[config.mk]
export PLATFORM = sky130hd
export DESIGN_NAME = hazard_ctrl
export DESIGN_NICKNAME = d
export VERILOG_FILES = /design/src/rtl/hazard_ctrl_pkg.sv /design/src/rtl/hazard_ctrl_hilo_seq.sv /design/src/rtl/hazard_ctrl.sv
export SDC_FILE = /design/constraint.sdc
export NUM_CORES = 1
export LEC_CHECK = 0
export ABC_AREA = 1
export BUFFER_PORTS_ARGS = -buffer_cell sky130_fd_sc_hd__buf_2
export CAP_MARGIN = 20
export CORE_AREA = 2 2 70 72
export DETAILED_ROUTE_END_ITERATION = 8
export DIE_AREA = 0 0 72 74
export PLACE_DENSITY_LB_ADDON = 0.3
export SLEW_MARGIN = 20
export SYNTH_ARGS = -nofsm -noshare
export SYNTH_HDL_FRONTEND = slang
export SYNTH_SLANG_ARGS = --single-unit
[constraint.sdc]
create_clock -name clk -period 3.76 [get_ports clk]
set_input_delay 0.188 -clock clk [delete_from_list [all_inputs] [get_ports clk]]
set_output_delay 0.188 -clock clk [all_outputs]
set_load 0.01 [all_outputs]
[src/rtl/hazard_ctrl_pkg.sv]
// Shared definitions for the hazard controller: FSM encoding, instruction
// field positions and a register-match helper.
package hazard_ctrl_pkg;

   localparam logic [1:0] ST_IDLE = 2'd0;
   localparam logic [1:0] ST_BUSY = 2'd1;
   localparam logic [1:0] ST_DONE = 2'd2;

   localparam int RS_MSB = 25;
   localparam int RS_LSB = 21;
   localparam int RT_MSB = 20;
   localparam int RT_LSB = 16;

   localparam int CNT_W  = 6;
   localparam int STALL_W = 16;

   typedef struct packed {
      logic load_use;
      logic branch;
      logic hilo;
   } hazard_t;

   // $zero is never a real producer, so a zero destination never matches.
   function automatic logic reg_hit(input logic [4:0] dst,
                                    input logic [4:0] rs,
                                    input logic [4:0] rt);
      return (dst != 5'd0) && ((dst == rs) || (dst == rt));
   endfunction

endpackage

[src/rtl/hazard_ctrl_hilo_seq.sv]
// HI/LO unit sequencer: tracks a running mult/div and strobes the result
// commit in the single DONE cycle.
module hilo_seq
   import hazard_ctrl_pkg::*;
#(
   parameter int MUL_CYCLES = 4,
   parameter int DIV_CYCLES = 33
) (
   input  logic clk,
   input  logic reset,
   input  logic start_i,
   input  logic op_i,
   input  logic cancel_i,
   output logic busy_o,
   output logic hilo_write_o
);

   localparam logic [CNT_W-1:0] MUL_LOAD = CNT_W'(MUL_CYCLES - 2);
   localparam logic [CNT_W-1:0] DIV_LOAD = CNT_W'(DIV_CYCLES - 2);

   logic [1:0]       state_q, state_d;
   logic [CNT_W-1:0] cnt_q, cnt_d;
   logic [CNT_W-1:0] load_val;

   assign load_val = op_i ? DIV_LOAD : MUL_LOAD;

   always_comb begin
      state_d = state_q;
      cnt_d   = cnt_q;
      case (state_q)
         ST_IDLE: begin
            if (start_i) begin
               state_d = ST_BUSY;
               cnt_d   = load_val;
            end
         end
         ST_BUSY: begin
            // A new start while busy is dropped; the count keeps running.
            if (cnt_q == '0) begin
               state_d = ST_DONE;
            end else begin
               cnt_d = cnt_q - 1'b1;
            end
         end
         ST_DONE: begin
            if (start_i) begin
               state_d = ST_BUSY;
               cnt_d   = load_val;
            end else begin
               state_d = ST_IDLE;
            end
         end
         default: begin
            state_d = ST_IDLE;
            cnt_d   = '0;
         end
      endcase
      if (cancel_i) begin
         state_d = ST_IDLE;
         cnt_d   = '0;
      end
   end

   always_ff @(posedge clk or posedge reset) begin
      if (reset) begin
         state_q <= ST_IDLE;
         cnt_q   <= '0;
      end else begin
         state_q <= state_d;
         cnt_q   <= cnt_d;
      end
   end

   assign busy_o       = (state_q == ST_BUSY);
   assign hilo_write_o = (state_q == ST_DONE) && !cancel_i;

endmodule

[src/rtl/hazard_ctrl.sv]
// Pipeline hazard controller: load-use, ID-branch and HI/LO interlocks,
// exception flush override and a saturating stall counter.
module hazard_ctrl
   import hazard_ctrl_pkg::*;
#(
   parameter int MUL_CYCLES = 4,
   parameter int DIV_CYCLES = 33
) (
   input  logic        clk,
   input  logic        reset,
   input  logic [31:0] ID_Instruction,
   input  logic        ID_Branch,
   input  logic [1:0]  ID_PCSrc,
   input  logic        ID_UsesHiLo,
   input  logic        EX_MemRead,
   input  logic        EX_RegWrite,
   input  logic [4:0]  EX_Write_register,
   input  logic        MEM_MemRead,
   input  logic [4:0]  MEM_Write_register,
   input  logic        EX_MulDiv_start,
   input  logic        EX_MulDiv_op,
   input  logic        Cancel,
   output logic        PC_Write,
   output logic        IF_ID_Write,
   output logic        ID_EX_Flush,
   output logic        MulDiv_busy,
   output logic        HiLo_Write,
   output logic [15:0] Stall_count
);

   logic [4:0]         id_rs, id_rt;
   hazard_t            haz;
   logic               stall;
   logic               busy;
   logic [STALL_W-1:0] stall_count_q, stall_count_d;

   assign id_rs = ID_Instruction[RS_MSB:RS_LSB];
   assign id_rt = ID_Instruction[RT_MSB:RT_LSB];

   wire unused_bits = &{1'b0, ID_Instruction[31:26], ID_Instruction[15:0], ID_PCSrc[1]};

   hilo_seq #(
      .MUL_CYCLES (MUL_CYCLES),
      .DIV_CYCLES (DIV_CYCLES)
   ) u_hilo_seq (
      .clk          (clk),
      .reset        (reset),
      .start_i      (EX_MulDiv_start),
      .op_i         (EX_MulDiv_op),
      .cancel_i     (Cancel),
      .busy_o       (busy),
      .hilo_write_o (HiLo_Write)
   );

   // rt is compared even for instructions that do not read it; a spurious
   // stall is harmless, a missed one is not.
   always_comb begin
      haz.load_use = EX_MemRead && reg_hit(EX_Write_register, id_rs, id_rt);
      haz.branch   = (ID_Branch || ID_PCSrc[0]) &&
                     ((EX_RegWrite && reg_hit(EX_Write_register, id_rs, id_rt)) ||
                      (MEM_MemRead && reg_hit(MEM_Write_register, id_rs, id_rt)));
      haz.hilo     = ID_UsesHiLo && busy;
   end

   // Reset masks hazards so the pipeline free-runs while held in reset.
   assign stall = !reset && (|haz);

   assign PC_Write    = Cancel || !stall;
   assign IF_ID_Write = Cancel || !stall;
   assign ID_EX_Flush = !reset && (Cancel || stall);
   assign MulDiv_busy = busy;

   always_comb begin
      stall_count_d = stall_count_q;
      if (stall && !Cancel && (stall_count_q != {STALL_W{1'b1}})) begin
         stall_count_d = stall_count_q + 1'b1;
      end
   end

   always_ff @(posedge clk or posedge reset) begin
      if (reset) begin
         stall_count_q <= '0;
      end else begin
         stall_count_q <= stall_count_d;
      end
   end

   assign Stall_count = stall_count_q;

endmodule

## Word-level counts from Yosys, hierarchy flattened

Cells that the tools add are included.

- Latch bits: 0
- Flip-flop bits (word level): 24
- Memories: 0
- Bits in writable memories: 0
- Output and inout port bits: 21
- ROM bits: 0

- Add/sub/neg operators: 2
- Shift-type cells: 0
- Reductions and logical operators: 29
- Mux-type cells: 10
- Equality and inequality tests: 11
- Bitwise logic cells: 0
- $mul: 0
- Div/mod/pow operators: 0
- Magnitude comparators: 0

Operator list:

| cell | number |
|---|---|
| $eq 5x5->1 | 4 |
| $mux 6 | 3 |
| $add 16x1->16 const B | 1 |
| $ne 16x16->1 const B | 1 |
| $logic_and 1x1->1 | 12 |
| $pmux 6 s2 | 1 |
| $reduce_bool 5->1 | 2 |
| $logic_not 6->1 | 1 |
| $logic_or 1x1->1 | 6 |
| $mux 2 | 3 |
| $ne 3x3->1 const B | 2 |
| $pmux 2 s3 | 1 |
| $sub 6x1->6 const B | 1 |
| $mux 5 | 1 |
| $reduce_and 2->1 | 2 |
| $logic_not 1->1 | 3 |
| $ne 3x1->1 const B | 1 |
| $ne 3x2->1 const B | 1 |
| $reduce_or 3->1 | 1 |
| $eq 2x1->1 const B | 1 |
| $eq 2x2->1 const B | 1 |
| $logic_not 2->1 | 1 |
| $reduce_or 2->1 | 1 |
| $mux 1 | 1 |

## Longest topological paths before layout

- Depth in word-level cells: 10
- Mapped depth: 12

## Cells and area by module

From an unflattened synthesis, not the netlist that was laid out.

- Cells, all modules: 310
- Area, all modules: 2034.5 um^2

By module, submodules not included:

| module | cells an instance | seq. area each (um^2) | times used | area an instance (um^2) |
|---|---|---|---|---|
| hazard_ctrl | 243 | 400.4 | 1 | 1516.5 |
| hilo_seq | 67 | 200.2 | 1 | 518.0 |

## Worst setup path after synthesis

OpenSTA, ideal clock, no wires.

- Path type: flip-flop to output port
- Start point: register u_hilo_seq.state_q[1]
- End point: output PC_Write
- Cell stages (with the launch flop): 9
- Path slack: 2.263 ns
- Data required time: 3.572 ns
- Data arrival time: 1.309 ns
- Cell sequence: dfrtp_1 -> inv_1 -> nand2_1 -> inv_1 -> nand2_1 -> nand3_4 -> buf_6 -> nand2_1 -> buf_4

- Cells in the longest elaborated chain, start to end: 6

Ends and longest elaborated chain:

| item | line | source |
|---|---|---|
| start: declaration | hazard_ctrl_hilo_seq.sv:21 | `logic [1:0] state_q, state_d;` |
| start signal: assignment | hazard_ctrl_hilo_seq.sv:69 | `state_q <= state_d;` |
| $eq 2x1->1 | hazard_ctrl_hilo_seq.sv:74 | `assign busy_o = (state_q == ST_BUSY);` |
| net MulDiv_busy | hazard_ctrl.sv:26 | `output logic MulDiv_busy,` |
| $logic_and 1x1->1 | hazard_ctrl.sv:62 | `haz.hilo = ID_UsesHiLo && busy;` |
| $reduce_or 3->1 | hazard_ctrl.sv:66 | `assign stall = !reset && (\|haz);` |
| $logic_and 1x1->1 | hazard_ctrl.sv:66 |  |
| $logic_not 1->1 | n/a |  |
| $logic_or 1x1->1 | n/a |  |
| end: declaration | hazard_ctrl.sv:23 | `output logic PC_Write,` |

The timed path passes the listed nets, and every way through them passes these cells.

## Worst setup path after layout

- Start point: register u_hilo_seq.state_q[1]
- End point: output ID_EX_Flush

- Cells in the longest elaborated chain, start to end: 6

Ends and longest elaborated chain:

| item | line | source |
|---|---|---|
| $eq 2x1->1 | hazard_ctrl_hilo_seq.sv:74 |  |
| $logic_and 1x1->1 | hazard_ctrl.sv:62 |  |
| $reduce_or 3->1 | hazard_ctrl.sv:66 |  |
| $logic_and 1x1->1 | hazard_ctrl.sv:66 |  |
| $logic_or 1x1->1 | hazard_ctrl.sv:70 | `assign ID_EX_Flush = !reset && (Cancel \|\| stall);` |
| $logic_and 1x1->1 | hazard_ctrl.sv:70 |  |
| end: declaration | hazard_ctrl.sv:25 | `output logic ID_EX_Flush,` |

No other way between the ends.

==> metrics.sh <==
POST_ROUTE_CELLS_DRIVE_ABOVE_1_SHARE_PCT=23.03
WORSTPATHREQUIRED_PS=3570
CLKLATENCYLATEPIN_PS=270
OUTCOME='completed'
FIRSTDRTPASSITERS=4
TIMING.FMAX_MHz=517.7
PERIOD_MINUS_SLACK_PS=1932
CTS-ROOT-TO-SINK-BUFFERS=2
VIA_COUNT=2013
SYNTH.LARGEST_AREA_CELL='dfrtp_1'
YOSYS_WARNINGS=0
AVGROUTEDWIREPERCELL_UM=10.98
TIMING.CLOCK.SKEW_PS=2.973
SYNTH_TOP_CELL_AREA_SHARE_PCT=29.78
WORST_IR_DROP_VDD_V=0.0002958
SYNTH-MAIN-FF-CELL='dfrtp_1'
CRITPATHMAXFANOUT=26
RSZ_0062_RAISED_AFTER_GLOBAL_ROUTING='false'
INITIALDRTVIOLATIONCOUNT=87
POSTPLACECELLAREA_UM2=2286
SYN-CELL-AREA_UM2=2017
SYN-NUM-NETS=364
TRITONCTS_CLOCK_TREE='done'
DIE_H_UM=74
FINAL-MAX-SLEW-VIOLATION-COUNT=0
UTILIZATION_PCT=50.91
DIE_WIDTH_UM=72
FINALSETUPVIOLCOUNT=0
POST_CTS.REPAIR.SETUP_BUFFERS=0
ANTENNA_CELLS_INSERTED=0
CELL_ROW_COUNT=25
DIEAREA_UM2=5328
POWER.STATIC_LEAKAGE_nW=1.292
POSTCTSRESIZEDCELLS=0
DP_HPWL_UM=3461
SLEW_HEADROOM_PCT=30.43
PRE_CTS_SLACK_PS=1842
WORSTSETUPPATHTYPE='flip-flop to output pin'
NUMBER_OF_GLOBAL_ROUTE_VIAS_BEFORE_REPAIR=1775
MULTI_INPUT_AREA_UM2=1186
YOSYS-TOP-CELLS-COUNT='nand2_1 (103), inv_1 (41), nor2_1 (31), dfrtp_1 (24), nand4_1 (19)'
POSTLAYOUTSETUPSLACKWORST_PS=1828
ROUTE.DETAILED.VIAS_PER_INST=4.910
SYNTH-SEQ-AREA-SHARE_PCT=29.78
TIMING.CRITICAL_PATH.ARRIVAL_PS=1740
POST_SYNTH_NUM_CELL_TYPES=31
GRT_OVERFLOW_TOTAL=0
INITIAL_UTILIZATION_PCT=43.86
PWR_DENS_nW_PER_UM2=410.2
SYNTH-EDFF-COUNT=0
TOTALPOWERFINAL_W=0.0009603
MAX_SLEW.WORST_PIN.SLEW_PS=1042
RRSETUPSLACK_PS=1830
WORST_HOLD_PATH_CLASS='primary input to asynchronous set/reset pin'
FINAL_HOLD_VIOL_COUNT=0
MAXCAPVIOLATIONS=0
WORST_SETUP_PATH_END_KIND='output pin'
SEQCELLAREA_UM2=600.6
TOTALWIRELENGTH_UM=4503
FINAL_AREA_UM2=2341
DETAIL_ROUTE.DRC_VIOLATIONS=0
TRITONCTS_NUM_SINKS=24
CTS_HTREE_LEVELS=1
AVGSYNTHCELLAREA_UM2=6.570
SYNTH_CELLS=307
PORTBUFFERS=51
GRT.TOTAL_USAGE_PCT=17.82
YOSYSMOSTFREQUENTCELL='nand2_1'
ANTENNA_FOUND_INITIAL=0
CTSHOLDBUFFERS=0
CELL_AT_THE_ROOT_OF_THE_CLOCK_TREE='clkbuf_8'
GRT_PASS1_WL_UM=7555
SUMMED_NEGATIVE_SETUP_SLACK_OVER_ALL_ENDPOINTS_PS=0
LAYOUT-AREA-OVERHEAD-VS-SYNTH_PCT=16.07
SYNTH.FF_LATCH_COUNT=24
GP_CONGESTION=0.8231
CTS_INSERTED_BUFFERS=3
ASYNC_RESET_FF_SHARE_PCT=100.0
CTS.CLK_SLEW.WORST_PATHS_PS=90
WORST_SETUP_PATH_START_KIND='flip-flop'
SYNTHTOPCELLSBYAREA='dfrtp_1 (30%), nand2_1 (19%), inv_1 (7.6%)'
PIN_COUNT_OF_THE_BIGGEST_NET_ENTERING_GLOBAL_ROUTING=27
DRT.ANTENNA.VIOLATING_NETS=0
FINALCRITPERIODSHARE_PCT=51.38
PLACEABLECOREAREA_UM2=4598
BOUNDARYPINS=75
NETS=414
FILLER_CELL_COUNT=468
[path summary, 6_finish.rpt]
check,startpoint,cells past startpoint,endpoint
worst max-delay path,u_hilo_seq.state_q[1],8,ID_EX_Flush
worst min-delay path,reset,2,u_hilo_seq.cnt_q[2]
worst max register to register,Stall_count[0],8,Stall_count[5]
worst min register to register,Stall_count[3],2,Stall_count[3]
max in group asynchronous,reset,2,Stall_count[4]
min in group clk,Cancel,2,u_hilo_seq.cnt_q[3]
[flip-flops by register name, summed over array words and instances, names as in the netlist]
name and cells:
u_hilo_seq.state_q 2, u_hilo_seq.cnt_q 6, Stall_count 16
[per-stage QoR]
step	std cells	hold slack, ps
final	410	146.6
after floorplan	307	202.6
after CTS	410	177.5
after global routing	410	221.0
after global placement	406	475.8
after detailed placement	406	480.6
[layout make-up]
cell class,count,share of cell area [%]
Timing Repair Buffer,51,10.90
Tap cell,54,2.886
Inverter,47,7.536
Multi-Input combinational cell,230,50.67
Sequential cell,24,25.65
Clock buffer,4,2.352
[where the power goes]
| group | switching, W | internal [W] | leakage, nW |
|---|---|---|---|
| clock | 0.0000866 | 0.0000938 | 0.0288 |
| sequential | 0.0000520 | 0.000310 | 0.325 |
| combinational | 0.000263 | 0.000155 | 0.939 |
| total | 0.000402 | 0.000559 | 1.29 |
[critical path, stage by stage (launching register included)]
cell	delay [ps]
dfrtp_1	400
inv_1	90
nand2_1	140
inv_1	90
nand2_1	110
nand3_4	280
nor2_1	180
nor2_1	50
buf_2	130
[logic make-up (layout without fill, tap and decap cells)]
group / Yosys count / count (layout) / share of synthesized area, %
compound gates: 15 / 15 / 4.653
xor+xnor: 16 / 16 / 6.948
fa+ha+maj: 3 / 3 / 1.861
buf+inv: 53 / 102 / 11.41
flops: 24 / 24 / 29.78
simple gates: 196 / 196 / 45.35
[layout by cell type, fill, tap and decap left out, drive strengths merged]
cell    synthesis  final
nand2         109    109
buf             5     51
inv            47     47
nor2           36     36
dfrtp          24     24
nand3          22     22
nand4          20     20
xnor2           8      8
xor2            8      8
nor3            8      8
o21ai           7      7
clkbuf          1      4
a21oi           4      4
ha              3      3
o21bai          1      1
a21boi          1      1
o31ai           1      1
or2             1      1
o22ai           1      1
[routing by layer]
metal  share of wire [%]  wire [um]  track usage [%]  vias to the layer above
met5                   0          0                0                        -
met4                 1.4         62            6.499                        0
met3                 4.7        212            2.439                        4
met2                  45       2018            29.32                       44
met1                  49       2209            24.19                      898
li1                    -          -                -                     1067
(Power assumes the default switching activity.)
